## src/rtl/digit_entry_ctrl.sv

```systemverilog
// digit_entry_ctrl
//   Four-digit ID entry sequencer. Debounced toggle/enter button levels are
//   edge-detected; toggle steps the current digit value (wrapping past
//   DIGIT_MAX), enter commits it into EntryBus and advances the position.
//   After the fourth digit the entry is compared against CODE: a match opens,
//   a mismatch flags an error, and MAX_TRIES consecutive mismatches force a
//   LOCK_CYCLES-long lockout during which all buttons are ignored.
//
// Ports:
//   Clk         in   system clock, rising edge
//   Reset       in   synchronous, active-low reset
//   ToggleBtn   in   debounced toggle button level, active-high
//   EnterBtn    in   debounced enter button level, active-high
//   DigitPos    out  index of digit being entered (0..3)
//   DigitValue  out  current value of digit being entered
//   EntryBus    out  committed digits; pos 0 in [15:12], pos 3 in [3:0]
//   Unlocked    out  high while open
//   ErrorFlag   out  high after a mismatch, until enter is pressed
//   Locked      out  high during lockout
//   FailCount   out  consecutive mismatches (low 2 bits)

module digit_entry_ctrl #(
   parameter logic [15:0] CODE        = 16'h1234,
   parameter int unsigned DIGIT_MAX   = 9,
   parameter int unsigned MAX_TRIES   = 3,
   parameter int unsigned LOCK_CYCLES = 1000
) (
   input  logic        Clk,
   input  logic        Reset,
   input  logic        ToggleBtn,
   input  logic        EnterBtn,
   output logic [1:0]  DigitPos,
   output logic [3:0]  DigitValue,
   output logic [15:0] EntryBus,
   output logic        Unlocked,
   output logic        ErrorFlag,
   output logic        Locked,
   output logic [1:0]  FailCount
);

   localparam int unsigned TW = (LOCK_CYCLES > 1) ? $clog2(LOCK_CYCLES) : 1;
   localparam int unsigned FW = ($clog2(MAX_TRIES + 1) > 2) ? $clog2(MAX_TRIES + 1) : 2;
   localparam logic [3:0]    DMAX  = 4'(DIGIT_MAX);
   localparam logic [TW-1:0] TLAST = TW'(LOCK_CYCLES - 1);
   localparam logic [FW-1:0] FMAX  = FW'(MAX_TRIES);

   typedef enum logic [2:0] {
      ENTER,
      CHECK,
      OPEN,
      FAIL,
      LOCKOUT
   } stateT;

   stateT         state, stateN;
   logic [1:0]    pos, posN;
   logic [3:0]    val, valN;
   logic [15:0]   bus, busN;
   logic [FW-1:0] fails, failsN, failsInc;
   logic [TW-1:0] timer, timerN;
   logic          togHist, entHist;
   logic          togEdge, entEdge;
   logic          unlockedQ, errorQ, lockedQ;

   assign togEdge  = ToggleBtn & ~togHist;
   assign entEdge  = EnterBtn & ~entHist;
   assign failsInc = fails + 1'b1;

   always_ff @(posedge Clk) begin
      if (!Reset) begin
         state     <= ENTER;
         pos       <= '0;
         val       <= '0;
         bus       <= '0;
         fails     <= '0;
         timer     <= '0;
         togHist   <= 1'b0;
         entHist   <= 1'b0;
         unlockedQ <= 1'b0;
         errorQ    <= 1'b0;
         lockedQ   <= 1'b0;
      end else begin
         state     <= stateN;
         pos       <= posN;
         val       <= valN;
         bus       <= busN;
         fails     <= failsN;
         timer     <= timerN;
         togHist   <= ToggleBtn;
         entHist   <= EnterBtn;
         // status is registered from the next state so it tracks state exactly
         unlockedQ <= (stateN == OPEN);
         errorQ    <= (stateN == FAIL);
         lockedQ   <= (stateN == LOCKOUT);
      end
   end

   always_comb begin
      stateN = state;
      posN   = pos;
      valN   = val;
      busN   = bus;
      failsN = fails;
      timerN = timer;

      case (state)
         ENTER: begin
            // enter has priority: a coincident toggle is dropped
            if (entEdge) begin
               case (pos)
                  2'd0: busN[15:12] = val;
                  2'd1: busN[11:8]  = val;
                  2'd2: busN[7:4]   = val;
                  2'd3: busN[3:0]   = val;
               endcase
               valN = '0;
               if (pos == 2'd3) begin
                  stateN = CHECK;
               end else begin
                  posN = pos + 2'd1;
               end
            end else if (togEdge) begin
               valN = (val == DMAX) ? '0 : val + 4'd1;
            end
         end

         CHECK: begin
            if (bus == CODE) begin
               stateN = OPEN;
               failsN = '0;
            end else begin
               failsN = (fails >= FMAX) ? FMAX : failsInc;
               if (failsInc == FMAX) begin
                  stateN = LOCKOUT;
                  timerN = '0;
               end else begin
                  stateN = FAIL;
               end
            end
         end

         OPEN, FAIL: begin
            if (entEdge) begin
               stateN = ENTER;
               posN   = '0;
               valN   = '0;
               busN   = '0;
            end
         end

         LOCKOUT: begin
            if (timer == TLAST) begin
               stateN = ENTER;
               failsN = '0;
               timerN = '0;
               posN   = '0;
               valN   = '0;
               busN   = '0;
            end else begin
               timerN = timer + 1'b1;
            end
         end

         default: stateN = ENTER;
      endcase
   end

   assign DigitPos   = pos;
   assign DigitValue = val;
   assign EntryBus   = bus;
   assign Unlocked   = unlockedQ;
   assign ErrorFlag  = errorQ;
   assign Locked     = lockedQ;
   assign FailCount  = fails[1:0];

endmodule

```

## config.mk

```make
export PLATFORM = sky130hd
export DESIGN_NAME = digit_entry_ctrl
export DESIGN_NICKNAME = d
export VERILOG_FILES = /design/src/rtl/digit_entry_ctrl.sv
export SDC_FILE = /design/constraint.sdc
export NUM_CORES = 1
export LEC_CHECK = 0
export ABC_AREA = 1
export CORE_ASPECT_RATIO = 1.75
export CORE_UTILIZATION = 25
export DETAILED_ROUTE_END_ITERATION = 6
export PLACE_DENSITY_LB_ADDON = 0.12
export SETUP_SLACK_MARGIN = 0.15
export SYNTH_ARGS = -nofsm -noshare
export SYNTH_HDL_FRONTEND = slang
export SYNTH_SLANG_ARGS = --single-unit
export TNS_END_PERCENT = 50
```

## constraint.sdc

```tcl
create_clock -name Clk -period 1.58 [get_ports Clk]
set_clock_uncertainty 0.15 [all_clocks]
set_input_delay 0.316 -clock Clk [delete_from_list [all_inputs] [get_ports Clk]]
set_output_delay 0.316 -clock Clk [all_outputs]
set_load 0.05 [all_outputs]
```

* Word level (Yosys, flattened, before mapping)
Cells that the tools add are included.
** Operators by class
- Mux-type cells :: 33
- Order comparisons :: 1
- Reduce and logical (&&, ||, !) cells :: 13
- Equal/unequal tests :: 25
- $add $sub $neg :: 4
- Bitwise operators :: 4
** Operators with widths (number)
- 2-to-1 mux 16 bit :: 3
- case mux 16 bit (3 select lines) :: 1
- 2-to-1 mux 4 bit :: 9
- 2-to-1 mux 10 bit :: 3
- AND reduction 5 bit :: 5
- case mux 10 bit (2 select lines) :: 1
- 2-to-1 mux 3 bit :: 6
- == test 16 x 13 -> 1 bit (second input constant) :: 1
- != test 2 bit (second input constant) :: 7
- == test 3 x 2 -> 1 bit (second input constant) :: 4
- 2-to-1 mux 2 bit :: 6
- case mux 3 bit (4 select lines) :: 1
- case mux 4 bit (3 select lines) :: 1
- adder 10 x 1 -> 10 bit (second input constant) :: 1
- == test 10 bit (second input constant) :: 1
- == test 2 bit (second input constant) :: 3
- == test 3 bit (second input constant) :: 2
- != test 2 x 1 -> 1 bit (second input constant) :: 3
- case mux 2 bit (3 select lines) :: 1
- adder 2 x 1 -> 2 bit (second input constant) :: 2
- adder 4 x 1 -> 4 bit (second input constant) :: 1
- == test 4 bit (second input constant) :: 1
- case mux 2 bit (2 select lines) :: 1
- AND reduction 4 bit :: 1
- 13 further kinds :: 15
** Word-level totals
- Output and inout port bits :: 27
- Flip-flop bits (word level) :: 42
- Bits of input ports :: 4
- Word-level logic and storage cells :: 94

* Depth between registers and ports, before layout
Gate-level depths: netlist of run 1.
- Depth after elaboration :: 6
- Mapped depth :: 10
- Gate-level depth less buffers :: 9

* Worst setup path after synthesis of run 1
No wires, ideal clock.
- Path type :: reg-to-reg
- Start :: register pos[0], in the netlist DigitPos[0]
- End :: register bus[6], in the netlist EntryBus[6]
- Data arrival time :: 1547 ps
- Cell stages (with the launch flop) :: 8
- Setup slack :: -230 ps
- Period minus slack after synthesis :: 1810 ps
- Setup time :: 113 ps
- Path buffers :: 0
- Data required time :: 1317 ps
- Path through :: dfxtp_1 inv_1 ha_1 or2_1 nand3_4 nand2_1 nand2_1 nor2_1
** On the way
- Cells in the longest elaborated chain, start to end :: 3
** Ends and longest elaborated chain
- from (decl) :: line 56 : logic [1:0] pos, posN;
- from (signal assigned) :: line 84 : pos <= posN;
- == test 2 bit :: line 110 : case (pos)
- != test 2 x 1 -> 1 bit (no line)
- AND reduction 5 bit (no line)
- to (signal assigned) :: line 86 : bus <= busN;
- to (decl) :: line 58 : logic [15:0] bus, busN;
No other way between the ends.
A chain may end at the register's enable or synchronous reset.

* Worst setup path in the final report of run 1
- Start :: register timer[1]
- End :: register pos[1], in the netlist DigitPos[1]
** On the way
- Cells in the longest elaborated chain, start to end :: 3
** Ends and longest elaborated chain
- from (decl) :: line 60 : logic [TW-1:0] timer, timerN;
- from (signal assigned) :: line 88 : timer <= timerN;
- == test 10 bit :: line 152 : if (timer == TLAST) begin
- != test 2 bit (no line)
- AND reduction 5 bit (no line)
No other way between the ends.

==> parameters.txt, run 1 <==
Parameter                              Value

Placement
  PortBufs    30
  Placer's final routability congestion estimate    0.788
  HPWL after DPL    5440 um
  Placed instance area    between 0.003 and 0.004 mm^2

Yosys
  Count of unique library cells instantiated by Yosys    32
  Cell area after synthesis    ~0.0024 mm^2
  Syn_nets    346
  Top-area cell type share of the netlist area    0.357
  Post-synthesis mux area share    0
  Average cell area after synthesis    between 7 and 8 um^2
  Cells after synthesis    ~340
  Simple-gate area share of the yosys netlist    0.409
  Largest cells by area after synthesis    sky130_fd_sc_hd__dfxtp_1 (36%), sky130_fd_sc_hd__nand2_1 (11%), sky130_fd_sc_hd__nor2_1 (7.0%)
  Flops & latches, synth    between 40 and 50
  Largest family of logic cells by synthesized area    simple AND/OR/NAND/NOR gates
  Library cell occupying the most area in the post-synthesis netlist    sky130_fd_sc_hd__dfxtp_1
  Xor/xnor share of the synthesized area    0.00745
  Synth Area in Compound Gates    0.0926
  Number of warning messages in the yosys log    0
  Synthesized-area fraction occupied by adder cells    0.0372
  Post-synthesis sequential area ratio    0.357

Floorplanning
  Row count    46
  Total core area    about 0.0091 mm^2
  Vertical die dimension    130 um
  Floorplan die width    ~75 um
  Die area    about 0.0098 mm^2
  Top-Level Pins    31
  Initial core utilization    0.259

Drt
  Average vias per placed instance    between 4 and 5
  Detailed Route Iter0 Violations    70
  DRT Pass-1 Iters    4
  Per-cell routed wire length    between 10 and 15 um
  DRC    0
  Count of nets left with antenna violations after detail routing    0
  Total Wirelength    around 7600 um
  Total vias in the final route    2529

Worst hold path
  Hold worst-path end    entHist
  Min-Delay Path Class    primary input to register
  Count of cells along the worst hold path    3
  Launch point of the worst hold path    EnterBtn

Power and ir drop
  Peak supply drop    0.408 mV
  Power per standard cell area    ~720 mW/mm^2
  Total power    roughly 3 mW
  Leakage Power    between 1.5 and 2 nW

Cells and area
  Area occupied by multi-input gates    0.00164 mm^2
  Area growth from synthesis to layout    73.8%
  Layout cells sized above 1    0.470
  Most frequent cells in the layout    sky130_fd_sc_hd__nand2_1 (60), sky130_fd_sc_hd__buf_4 (56), sky130_fd_sc_hd__nor2_1 (35), sky130_fd_sc_hd__buf_12 (30), sky130_fd_sc_hd__inv_1 (29)
  Most frequent standard cell in the layout excluding fill and tap cells    sky130_fd_sc_hd__nand2_1
  Layout Utilization    0.450
  Total area of sequential cells    906 um^2
  Number of diodes    0
  Final non-filler cell area    around 0.004 mm^2
  Total number of nets in the final design    440
  Fillers    around 950

Timing
  Fraction of the cycle the final worst path needs    0.988
  Max Clk Rate    between 600 and 700 MHz
  Hold Violations, Final    0
  Transition time of the tightest slew-check pin    roughly 380 ps
  Max_slew headroom    0.744
  Worst hold slack across all endpoints    between 200 and 300 ps
  Number of setup violations in the final report    0
  Pins Over Slew Limit    0
  Total Negative Setup Slacks    0 ps
  RSZ-0062 raised after global routing    yes
  Crit path time final    approximately 1600 ps

Global route
  Vias in the first global route    2492
  Wire length of the first global-routing pass    about 12000 um
  Total global routing track utilization    0.163
  Initial antenna violation count    0
  Pin count of the biggest net entering global routing    22
  Total overflow reported by the global router    0

Clocking
  CTS H-tree lvls    2
  Num Clock Sinks    between 40 and 50
  Source-to-sink clock delay at the later pin of the worst-skew pair    between 200 and 300 ps
  CTS tree    yes
  Number of buffers inserted during clock tree synthesis    5
  Clock transition at path regs    60 ps
  Buffer type at the clock tree root    sky130_fd_sc_hd__clkbuf_16
  Max Root-Sink Buffers    2

Critical path
  Critical register-to-register path endpoint    DigitPos[1]
  Worst reg2reg path startpoint    timer[1]
  Endpoint class of the critical path    register
  Worst path arrival time    roughly 1600 ps
  Worst-case register-to-register setup slack    approximately 19 ps
  Worst reg2reg path depth    9
  Category of the critical setup timing path    register to register
  Critical path startpoint category    register
  Data required time at the worst endpoint    about 1600 ps
  Worst Path Max Fanout    5

Status
  Result of the run    finished clean

Run
  Max-capacitance violation count    0
-- flip-flops by register name, summed over array words and instances, names as in the netlist --
register / cells
EntryBus: 16
entHist: 1
DigitPos: 2
Unlocked: 1
togHist: 1
ErrorFlag: 1
Locked: 1
state: 3
timer: 10
FailCount: 2
DigitValue: 4
-- per-layer routing --
layer  vias up  GRT usage  wire [um]
met5         -          0          0
met4         0      0.102        454
met3        28     0.0216        140
met2        46      0.308       4330
met1      1169      0.159       2720
li1       1286          -          -
-- how the worst max path moves through the flow --
stage / start / end / slack, ps / cells after the start
after global placement: EnterBtn / EntryBus[13] / -400 / 8
after detailed placement: EnterBtn / EntryBus[13] / -430 / 8
after floorplan: timer[1] / DigitValue[2] / 100 / 9
after global routing: timer[1] / DigitPos[1] / -60 / 10
after CTS: timer[1] / EntryBus[4] / 40 / 8
final: timer[1] / DigitPos[1] / 20 / 9
-- area by class of cell --
cell class	instances	area share
inverter	41	0.0407
timing repair buffer	92	0.265
clock buffer	7	0.0349
multi-input combinational	247	0.400
sequential	42	0.222
tap	120	0.0367
clock inverter	1	0.00122
-- stage by stage --
step                      std cells  worst slack [ps]
after floorplan                 335              96.1
after global placement          531              -404
after detailed placement        531              -425
after CTS                       544              39.6
after global routing            550             -55.7
final                           550              18.9
-- synthesized netlist by cell type --
cell                       count
sky130_fd_sc_hd__buf_12        1
sky130_fd_sc_hd__o22a_1        1
sky130_fd_sc_hd__o21bai_1      2
sky130_fd_sc_hd__o21ai_1       3
sky130_fd_sc_hd__nand3b_1      3
sky130_fd_sc_hd__xor2_1        2
sky130_fd_sc_hd__clkbuf_1      2
sky130_fd_sc_hd__a21oi_2       1
sky130_fd_sc_hd__inv_1        38
sky130_fd_sc_hd__nand4_1      20
sky130_fd_sc_hd__buf_1         1
sky130_fd_sc_hd__o211ai_1      2
sky130_fd_sc_hd__inv_2         3
sky130_fd_sc_hd__o21ai_0       1
sky130_fd_sc_hd__ha_1          7
sky130_fd_sc_hd__nand3_2       3
sky130_fd_sc_hd__nand2_1      70
sky130_fd_sc_hd__or2_1         4
sky130_fd_sc_hd__nand2_4       1
sky130_fd_sc_hd__a21oi_1      30
sky130_fd_sc_hd__buf_6         1
sky130_fd_sc_hd__nand2_2       9
sky130_fd_sc_hd__nor2_4        2
sky130_fd_sc_hd__nand3_4       3
sky130_fd_sc_hd__buf_4         2
sky130_fd_sc_hd__nor2_1       44
sky130_fd_sc_hd__nor2_8        1
sky130_fd_sc_hd__nor3_1        3
sky130_fd_sc_hd__nor2_2        3
sky130_fd_sc_hd__buf_2         3
sky130_fd_sc_hd__dfxtp_1      42
sky130_fd_sc_hd__nand3_1      27
-- critical path, stage by stage (launching register included) --
cell and delay [ps]:
sky130_fd_sc_hd__dfxtp_2 350, sky130_fd_sc_hd__ha_4 150, sky130_fd_sc_hd__nand2_4 60, sky130_fd_sc_hd__nor2_4 100, sky130_fd_sc_hd__nand3_4 130, sky130_fd_sc_hd__buf_12 180
sky130_fd_sc_hd__nand2_8 80, sky130_fd_sc_hd__nand3_4 90, sky130_fd_sc_hd__o21ai_2 120, sky130_fd_sc_hd__nor2_1 40
-- power by group --
part / total (mW) / switching, mW / leakage (nW) / internal (mW)
sequential: 1.14 / 0.0463 / 0.358 / 1.10
combinational: 0.749 / 0.413 / 1.27 / 0.337
clock: 1.05 / 0.424 / 0.0739 / 0.627
total: 2.94 / 0.883 / 1.70 / 2.06
-- cells by family after synthesis --
kind of cell             after synthesis
flip-flops                            42
AND/OR/NAND/NOR                      193
buffers and inverters                 51
XOR/XNOR                               2
AO/OA/AOI/OAI                         40
adder cells (fa/ha/maj)                7
-- what timing repair did --
item / 4_1_cts / 5_1_grt
resized for setup: 32 / 46
hold buffers: 0 / 0
pin swaps: 12 / 20
gates cloned: 2 / 3
setup endpoints to repair: 39 / 40
buffers inserted: 3 / 3
(Power assumes the default switching activity.)
==> run 2, diff against run 1 <==
--- a/config.mk
+++ b/config.mk
@@ -9,6 +9,8 @@
 export CORE_ASPECT_RATIO = 1.75
 export CORE_UTILIZATION = 25
 export DETAILED_ROUTE_END_ITERATION = 6
+export HOLD_SLACK_MARGIN = 0.15
+export MAX_ROUTING_LAYER = met4
 export PLACE_DENSITY_LB_ADDON = 0.12
 export SETUP_SLACK_MARGIN = 0.15
 export SYNTH_ARGS = -nofsm -noshare
==> parameters.txt, run 2 (synthesis results as in run 1) <==
Parameter                              Value

Drt
  Total vias in the final route    roughly 2500
  Average vias per placed instance    about 4.6
  Count of nets left with antenna violations after detail routing    0
  Per-cell routed wire length    13.9 um
  DRT Pass-1 Iters    4
  Detailed Route Iter0 Violations    just under 80
  Total Wirelength    7680 um
  DRC    0

Critical path
  Endpoint class of the critical path    register
  Category of the critical setup timing path    register to register
  Critical path startpoint category    register
  Data required time at the worst endpoint    1620 ps
  Worst Path Max Fanout    5
  Worst path arrival time    ~1600 ps

Floorplanning
  Top-Level Pins    31
  Total core area    approximately 0.0091 mm^2
  Vertical die dimension    ~130 um
  Row count    46
  Die area    about 0.01 mm^2
  Floorplan die width    about 75 um
  Initial core utilization    0.259

Global route
  Wire length of the first global-routing pass    between 10000 and 15000 um
  Initial antenna violation count    0
  Total global routing track utilization    0.168
  Vias in the first global route    2484
  Pin count of the biggest net entering global routing    22
  Total overflow reported by the global router    0

Placement
  HPWL after DPL    approximately 5400 um
  PortBufs    30
  Setup Slack @ Placement    -425 ps
  Placer's final routability congestion estimate    0.799

Worst hold path
  Min-Delay Path Class    primary input to register

Run
  Max-capacitance violation count    0

Power and ir drop
  Power per standard cell area    between 700 and 800 mW/mm^2
  Leakage Power    approximately 1.7 nW
  Clock network power share    0.356
  Peak supply drop    between 0.4 and 0.5 mV
  Proportion of power drawn by flip-flops and latches    0.386
  Relative contribution of combinational cells to total power    0.258
  Pint    2.07 mW
  Switching power of the nets    between 0.8 and 0.9 mW
  Share of total power consumed by net switching    0.300

Clocking
  Num Clock Sinks    42
  Number of buffers inserted during clock tree synthesis    5
  Source-to-sink clock delay at the later pin of the worst-skew pair    290 ps
  Max Root-Sink Buffers    2
  Clock transition at path regs    about 60 ps
  Buffer type at the clock tree root    sky130_fd_sc_hd__clkbuf_16
  CTS tree    yes
  Hold Buf Count CTS    0
  CTS H-tree lvls    2

Cells and area
  Area growth from synthesis to layout    75.4%
  Flip-flop count of the largest register after layout    16
  Most frequent standard cell in the layout excluding fill and tap cells    sky130_fd_sc_hd__nand2_1
  Total number of nets in the final design    441
  Number of diodes    0
  Most frequent cells in the layout    sky130_fd_sc_hd__nand2_1 (57), sky130_fd_sc_hd__buf_4 (56), sky130_fd_sc_hd__nor2_1 (34), sky130_fd_sc_hd__inv_1 (30), sky130_fd_sc_hd__buf_12 (30)
  Layout cells sized above 1    0.480
  Fillers    946

Timing
  Fraction of the cycle the final worst path needs    0.986
  Final critical-path setup slack    around 22 ps
  Pins Over Slew Limit    0
  Max_slew headroom    0.743
  Worst hold slack across all endpoints    ~270 ps
  Max Clk Rate    642 MHz
  RSZ-0062 raised after global routing    yes
  Crit path time final    roughly 1600 ps
  Transition time of the tightest slew-check pin    386 ps
  Number of setup violations in the final report    0
  Hold Violations, Final    0

Status
  Result of the run    finished clean
==> run 2: final timing paths <==
| check | startpoint | to | slack [ps] | cells after the start |
|---|---|---|---|---|
| max | timer[1] | DigitPos[1] | 20 | 9 |
| max reg2reg | timer[1] | DigitPos[1] | 20 | 9 |
| min | EnterBtn | entHist | 270 | 3 |
| min reg2reg | FailCount[1] | FailCount[1] | 370 | 2 |
==> run 2: cell type report <==
cell class	count	area [um^2]	share of cell area
inverter	41	169	0.0409
timing repair buffer	93	1090	0.265
sequential	42	906	0.220
clock inverter	1	5.00	0.00121
multi-input combinational	247	1660	0.402
clock buffer	7	143	0.0346
tap	120	150	0.0364
==> run 2: routing by layer <==
layer,part of all wire,vias up,GRT usage
met5,0,-,-
met4,0.055,0,0.102
met3,0.019,26,0.0216
met2,0.57,48,0.309
met1,0.36,1165,0.160
li1,-,1288,-
==> run 2: through the flow <==
step / instance area [um^2] / utilization / std cells / power, mW / TNS (ps)
after global routing: 4130 / 0.454 / 551 / 3.08 / -409
after detailed placement: 3520 / 0.387 / 531 / 1.83 / -9350
after CTS: 3850 / 0.424 / 544 / 2.95 / 0
after global placement: 3520 / 0.387 / 531 / 1.83 / -8790
final: 4130 / 0.454 / 551 / 2.96 / 0
after floorplan: 2440 / - / 335 / 1.52 / 0
==> run 2: what timing repair did <==
action | in CTS | in global routing
endpoints found under the setup margin | 39 | 40
pin swaps | 12 | 20
resized for setup | 32 | 54
cloned | 2 | 3
setup buffers | 3 | 4
==> run 2: power groups by stage <==
stage                     Sequential [mW]  Combinational [mW]  Clock (mW)
after floorplan                      1.27               0.249           0
after global placement               1.17               0.662           0
after detailed placement             1.17               0.663           0
after CTS                            1.14               0.713        1.09
after global routing                 1.15               0.818        1.12
final                                1.14               0.762        1.05
==> run 2: critical path, cell delays in order (launching register included) <==
cell and delay, ps:
sky130_fd_sc_hd__dfxtp_2 350, sky130_fd_sc_hd__ha_4 150, sky130_fd_sc_hd__nand2_4 60, sky130_fd_sc_hd__nor2_4 100
sky130_fd_sc_hd__nand3_4 130, sky130_fd_sc_hd__buf_12 180, sky130_fd_sc_hd__nand2_8 80, sky130_fd_sc_hd__nand3_4 90
sky130_fd_sc_hd__o21ai_2 120, sky130_fd_sc_hd__nor2_1 40
